<file path="config.mk">
export PLATFORM = sky130hd
export DESIGN_NAME = wb_master_nop
export DESIGN_NICKNAME = d
export VERILOG_FILES = /design/src/rtl/wb_pkg.sv /design/src/rtl/wb_master_nop.sv
export SDC_FILE = /design/constraint.sdc
export NUM_CORES = 1
export LEC_CHECK = 0
export CORE_MARGIN = 2
export CORE_UTILIZATION = 37
export CTS_CLUSTER_SIZE = 28
export DETAILED_ROUTE_END_ITERATION = 12
export PLACE_DENSITY = 0.9
export SKIP_LAST_GASP = 1
export SYNTH_ARGS = -nofsm -noshare
export SYNTH_HDL_FRONTEND = slang
export SYNTH_SLANG_ARGS = --single-unit
</file>
<file path="constraint.sdc">
create_clock -name clk_i -period 2.38 [get_ports clk_i]
set_input_delay 0.476 -clock clk_i [delete_from_list [all_inputs] [get_ports clk_i]]
set_output_delay 0.476 -clock clk_i [all_outputs]
set_load 0.05 [all_outputs]
</file>
<file path="src/rtl/wb_pkg.sv">
// Shared Wishbone definitions for the bus-master family.
package wb_pkg;

  typedef enum logic [0:0] {
    WB_IDLE = 1'b0,
    WB_REQ  = 1'b1
  } wb_master_state_t;

  localparam int WB_BYTE_BITS = 8;

  // Byte-lane select width for a given data bus width.
  function automatic int wb_sel_width(input int data_width);
    return (data_width < WB_BYTE_BITS) ? 1 : data_width / WB_BYTE_BITS;
  endfunction

endpackage

</file>
<file path="src/rtl/wb_master_nop.sv">
// Wishbone B4 classic master issuing endless no-op read cycles separated by an idle gap,
// with optional ack timeout and wrap-around completion / timeout statistics.
module wb_master_nop
  import wb_pkg::*;
#(
  parameter int ADDR_WIDTH  = 32,
  parameter int DATA_WIDTH  = 32,
  parameter int IDLE_CYCLES = 1,
  parameter int ACK_TIMEOUT = 0,
  parameter int CNT_WIDTH   = 16
) (
  input  logic                                clk_i,
  input  logic                                rst_i,
  output logic                                cyc_o,
  output logic                                stb_o,
  input  logic                                ack_i,
  output logic [ADDR_WIDTH-1:0]               adr_o,
  output logic [DATA_WIDTH-1:0]               dat_o,
  output logic [wb_sel_width(DATA_WIDTH)-1:0] sel_o,
  output logic                                we_o,
  output logic [CNT_WIDTH-1:0]                done_cnt_o,
  output logic [CNT_WIDTH-1:0]                timeout_cnt_o
);

  localparam int IDLE_EFF = (IDLE_CYCLES < 1) ? 1 : IDLE_CYCLES;
  localparam int GAP_W    = $clog2(IDLE_EFF + 1);
  localparam int WAIT_W   = (ACK_TIMEOUT > 1) ? $clog2(ACK_TIMEOUT) : 1;

  localparam logic [GAP_W-1:0]     GAP_RELOAD = GAP_W'(IDLE_EFF);
  localparam logic [GAP_W-1:0]     GAP_ONE    = GAP_W'(1);
  localparam logic [WAIT_W-1:0]    WAIT_ONE   = WAIT_W'(1);
  localparam logic [WAIT_W-1:0]    WAIT_LAST  = WAIT_W'((ACK_TIMEOUT > 0) ? ACK_TIMEOUT - 1 : 0);
  localparam logic [CNT_WIDTH-1:0] CNT_ONE    = CNT_WIDTH'(1);
  localparam bit                   TIMEOUT_EN = (ACK_TIMEOUT > 0);

  wb_master_state_t     state_q = WB_IDLE;
  wb_master_state_t     state_d;
  logic [GAP_W-1:0]     gap_q   = GAP_RELOAD;
  logic [GAP_W-1:0]     gap_d;
  logic [WAIT_W-1:0]    wait_q  = '0;
  logic [WAIT_W-1:0]    wait_d;
  logic [CNT_WIDTH-1:0] done_q  = '0;
  logic [CNT_WIDTH-1:0] done_d;
  logic [CNT_WIDTH-1:0] tmo_q   = '0;
  logic [CNT_WIDTH-1:0] tmo_d;

  always_comb begin
    state_d = state_q;
    gap_d   = gap_q;
    wait_d  = wait_q;
    done_d  = done_q;
    tmo_d   = tmo_q;
    case (state_q)
      WB_IDLE: begin
        wait_d = '0;
        // A gap counter at or below one means this edge ends the idle gap.
        if (gap_q <= GAP_ONE) begin
          gap_d   = '0;
          state_d = WB_REQ;
        end else begin
          gap_d = gap_q - GAP_ONE;
        end
      end
      WB_REQ: begin
        if (ack_i) begin
          state_d = WB_IDLE;
          gap_d   = GAP_RELOAD;
          wait_d  = '0;
          done_d  = done_q + CNT_ONE;
        end else if (TIMEOUT_EN && (wait_q == WAIT_LAST)) begin
          state_d = WB_IDLE;
          gap_d   = GAP_RELOAD;
          wait_d  = '0;
          tmo_d   = tmo_q + CNT_ONE;
        end else if (TIMEOUT_EN) begin
          wait_d = wait_q + WAIT_ONE;
        end else begin
          wait_d = wait_q;
        end
      end
      default: begin
        state_d = WB_IDLE;
        gap_d   = GAP_RELOAD;
        wait_d  = '0;
      end
    endcase
  end

  always_ff @(posedge clk_i) begin
    if (rst_i) begin
      state_q <= WB_IDLE;
      gap_q   <= GAP_RELOAD;
      wait_q  <= '0;
      done_q  <= '0;
      tmo_q   <= '0;
    end else begin
      state_q <= state_d;
      gap_q   <= gap_d;
      wait_q  <= wait_d;
      done_q  <= done_d;
      tmo_q   <= tmo_d;
    end
  end

  // Bus strobes come straight from the state flop, so ack_i never reaches them combinationally.
  assign cyc_o         = (state_q == WB_REQ);
  assign stb_o         = (state_q == WB_REQ);
  assign adr_o         = '0;
  assign dat_o         = '0;
  assign sel_o         = '0;
  assign we_o          = 1'b0;
  assign done_cnt_o    = done_q;
  assign timeout_cnt_o = tmo_q;

endmodule

</file>
; Yosys cells after proc, flatten, opt, wreduce, memory -nomap -nowiden
; Cells that the tools add are included.
[op_classes]
eq_ne = 1
n_reduce_logical = 1
div = 0
n_mul = 0
muxes = 6
order_cmp = 1
n_addsub = 2
shift = 0
bitwise_logic = 1
[op_table]
columns = cell, n
row1 = 16-bit by 1-bit adder with 16-bit output (second input constant), 1
row2 = 1-bit 2-to-1 mux, 4
row3 = 1-bit case mux with 2 select lines, 2
row4 = 2-bit != test (second input constant), 1
row5 = 2-bit AND reduction, 1
row6 = 1-bit less-or-equal comparator (second input constant), 1
row7 = 1-bit inverter, 1
row8 = 1-bit subtractor (second input constant), 1
[totals]
elab_cells = 15
mem_bits_ro = 0
ff_bits = 18
latchBits = 0
in_bits = 3
n_memories = 0
mem_bits_rw = 0

; Logic depth before layout (Yosys ltp)
; Gate-level depths: netlist of run 1.
[logic_depth]
word_depth = 3
depth_mapped = 5

; Least setup slack after synthesis of run 1
; Ideal clock, no wire load.
[synth_path]
kind = register to register
from = reg state_q (netlist: cyc_o)
to = reg done_q[15] (netlist: done_cnt_o[15])
stages_incl_launch_ff = 5
t_arrival_ps = 1764
n_path_buf = 0
setup_slack_ps = 546
cell_sequence = dfxtp_1 -> and4_4 -> nand2_2 -> or4_1 -> a21oi_1
[synth_between]
elab_chain_len = 1
[synth_lines]
columns = item, line_no
row1 = start: declaration, wb_master_nop.sv:36  ; wb_master_state_t state_q = WB_IDLE;
row2 = start signal: assignment, wb_master_nop.sv:97  ; state_q <= state_d;
row3 = 2-bit AND reduction (no line), --
row4 = end signal: assignment, wb_master_nop.sv:100  ; done_q <= done_d;
row5 = end: declaration, wb_master_nop.sv:42  ; logic [CNT_WIDTH-1:0] done_q = '0;
; Every way passes these cells.
; A chain may end at the register's enable or synchronous reset.

; Worst setup path in the final report of run 1
[layout_path]
from = reg done_q[1] (netlist: done_cnt_o[1])
to = out done_cnt_o[1]
[layout_lines]
columns = item, line_no
row1 = end: declaration, wb_master_nop.sv:21  ; output logic [CNT_WIDTH-1:0] done_cnt_o,
; No word-level cell between the ends.

==> run_results.csv, run 1 <==
group,metric,value,unit
route,wl_per_cell,8.44,um
timing,fin_crit,2.07,ns
route,antenna_left,0,
timing,setup_tns,0,ns
yosys,ys_top_cells_by_count,"86 x buf_4, 17 x dfxtp_1, 11 x nor2_1",
yosys,synthCells,169,
timing,worst_slew_pin_slew,0.600,ns
power,p_seq_share,35.0,%
critical_path,startpoint_type,"flip-flop",
place,gp_congestion,0.808,
power,p_int,0.000419,W
final_layout,drive_above_1_share,3.19,%
final_layout,finish.utilization,37.0,%
worst_hold_path,min_to,"done_cnt_o[15]",
job,drv_cap,0,
critical_path,r2r_slack,0.76,ns
grt,grt_max_degree,18,
cts,cts_root_buffer,"clkbuf_8",
cts,cts.sinks,17,
grt,grt_overflow_total,0,
yosys,yosysSeqAreaShare,24.3,%
floorplanning,num_rows,22,
timing,timing.final.max_slew_violations,0,
critical_path,cp_top_family,"buffers and inverters",
grt,antenna_found_initial,0,
yosys,synth_most_common_cell,"buf_4",
cts,clockBufferDepth,2,
route,drt-pass1-iter-count,3,
critical_path,r2r_end,"done_cnt_o[15]",
cts,cts_made_buffers,3,
final_layout,multi_input_area,706,um^2
critical_path,r2r-start,"done_cnt_o[3]",
place,dp.cells,232,
power,power_switching_share,49.9,%
route,vias_per_cell,3.68,
yosys,synth_edf_count,0,
yosys,postSynth.asyncResetShare,0,%
yosys,synth_area_leaders,"buf_4 46%, dfxtp_1 24%, xor2_1 5.6%, nor2_1 3.0%, nand3_1 2.9%",
timing,hold_viol_final,0,
critical_path,endpoint_kind,"primary output",
route,drtIter0Drc,16,
timing,worst_clock_skew,0.000674,ns
power,pwr-share-comb,39.4,%
final_layout,antennaDiodeCount,0,
grt,grt_first_pass_wirelength,2900,um
final_layout,nets,193,
cts,clkTransAtPathRegs,0.06,ns
timing,fmax,0.484,GHz
power,p_leak,0.623,nW
power,ir_worst_vdd,0.000330,V
place,numPortBuffers,20,
final_layout,final_cell_count_no_fill,236,
worst_hold_path,hold_path_startpoint,"done_cnt_o[15]",
critical_path,crit_type,"reg2out",
yosys,synth_seq_cells,17,
cts,cts.htree.levels,1,
floorplanning,fp.dieW,65.5,um
worst_hold_path,hold_class,"reg2reg",
critical_path,worstPathRequired,1.90,ns
final_layout,num-fill-cells,395,
timing,relSlewSlack,59.9,%
yosys,synth_flop_cell,"dfxtp_1",
critical_path,path_cells,"clkdlybuf4s50_1",
worst_hold_path,min_delay_path_depth,2,
yosys,yosys.area.top_type,"buf_4",
route,drt-total-wl,1990,um
cts,cts_tree,"done",
cts,ctsResizeCount,0,
floorplanning,dieArea,4290,um^2
floorplanning,die_h,65.5,um
critical_path,r2r_cells,4,
yosys,synth_area,1400,um^2
power,p_switching,0.000417,W
status,status,"completed",
critical_path,path_buf_inv,1,
power,clockPowerShare,25.5,%
timing,rsz0062_at_grt,"false",
floorplanning,core_area,3660,um^2
grt,grt_pass1_vias,663,
critical_path,worstPathArrival,1.59,ns
yosys,synthDistinctLibCells,23,
final_layout,area_growth,-3.13,%
cts,postCtsSetupBuffers,0,
critical_path,cpPeakStageDelay,0.87,ns
timing,setup_viol,0,
critical_path,slowest_stage,"clkdlybuf4s50_1",
yosys,yosysTopAreaCellShare,46.2,%
timing,final.period_utilization,86.8,%
place,detailed_place_hpwl,1580,um
route,drcViolationCount,0,
floorplanning,initial_utilization,38.2,%
critical_path,crit_fanout,7,
grt,grtUsageTotal,8.94,%
yosys,yosys_warnings,0,
cts,cts_hold_buf,0,
route,vias,868,
floorplanning,pin_count,106,
final_layout,seq_area,340,um^2
yosys,syn_area_per_cell,8.28,um^2
cts,clock_insertion_delay_worst_skew,0.25,ns
power,power_density,617,nW/um^2
[layer usage]
| layer | up-vias | GRT usage [%] | routed length [um] |
|---|---|---|---|
| met1 | 383 | 10.2 | 790 |
| met4 | 0 | 5.47 | 40 |
| met2 | 60 | 14.0 | 931 |
| met5 | - | 0 | 0 |
| li1 | 420 | - | - |
| met3 | 5 | 3.42 | 230 |
[power by group through the flow]
stage	clock network, W	logic, W	registers, W
2_1_floorplan	0	0.000414	0.000310
4_1_cts	0.000222	0.000327	0.000293
5_1_grt	0.000234	0.000340	0.000293
6_report	0.000213	0.000330	0.000293
3_5_place_dp	0	0.000327	0.000299
3_3_place_gp	0	0.000326	0.000299
[sequential cells by signal (all words and copies together), names as in the netlist]
register,flops
cyc_o,1
done_cnt_o,16
[cell type report]
type                       instances  area share [%]
timing repair buffer              20            14.8
multi-input combinational        146            52.1
inverter                           1           0.277
sequential                        17            25.1
clock buffer                       4            3.32
tap                               48            4.43
[metrics by stage]
step / worst slack (ns) / hold WS (ns) / area (um^2) / power [W]
2_1_floorplan: 0.546 / 0.568 / 1710 / 0.000723
3_3_place_gp: 0.265 / 0.468 / 1310 / 0.000625
3_5_place_dp: 0.214 / 0.495 / 1310 / 0.000626
4_1_cts: 0.305 / 0.504 / 1360 / 0.000842
5_1_grt: 0.266 / 0.514 / 1360 / 0.000867
6_report: 0.314 / 0.505 / 1360 / 0.000836
[worst min-delay path: stages (launching register included)]
cell and delay [ns]:
dfxtp_1 0.32, o31ai_1 0.07, a21oi_1 0.06
[logic make-up (layout without fill, tap and decap cells)]
| logic type | count (synthesis) | after routing | share of synthesized area (%) |
|---|---|---|---|
| buf+inv | 90 | 25 | 47.8 |
| simple gates | 39 | 39 | 16.1 |
| other cells | 1 | 85 | 0.268 |
| xor+xnor | 11 | 11 | 6.89 |
| fa+ha+maj | 1 | 1 | 0.894 |
| compound gates | 10 | 10 | 3.76 |
| flops | 17 | 17 | 24.3 |
[placed cells by master, fill, tap and decap left out, types with 2 or more instances in the layout]
cell type,synthesis,final
a21oi_1,6,6
and4_1,3,3
clkbuf_8,0,3
clkdlybuf4s50_1,0,20
conb_1,1,85
dfxtp_1,17,17
nand2_1,4,4
nand3_1,8,8
nand4_1,5,5
nor2_1,11,11
o21ai_0,3,3
or3_1,3,3
xnor2_1,2,2
xor2_1,9,9
[how the worst max path moves through the flow]
stage	start	end	slack, ns	cells past startpoint
detailed placement	ack_i	done_cnt_o[15]	0.21	5
floorplan	cyc_o	done_cnt_o[15]	0.55	4
global route	done_cnt_o[1]	done_cnt_o[1]	0.27	1
CTS	done_cnt_o[11]	done_cnt_o[11]	0.31	1
finish	done_cnt_o[1]	done_cnt_o[1]	0.31	1
global placement	ack_i	done_cnt_o[15]	0.26	5
(Power assumes the default switching activity.)
==> inputs of run 2 (changes only) <==
ABC_CLOCK_PERIOD_IN_PS = 2380   (was not set)
==> results of run 2 <==
The final DEF is identical to that of run 1; final timing and power are the same.
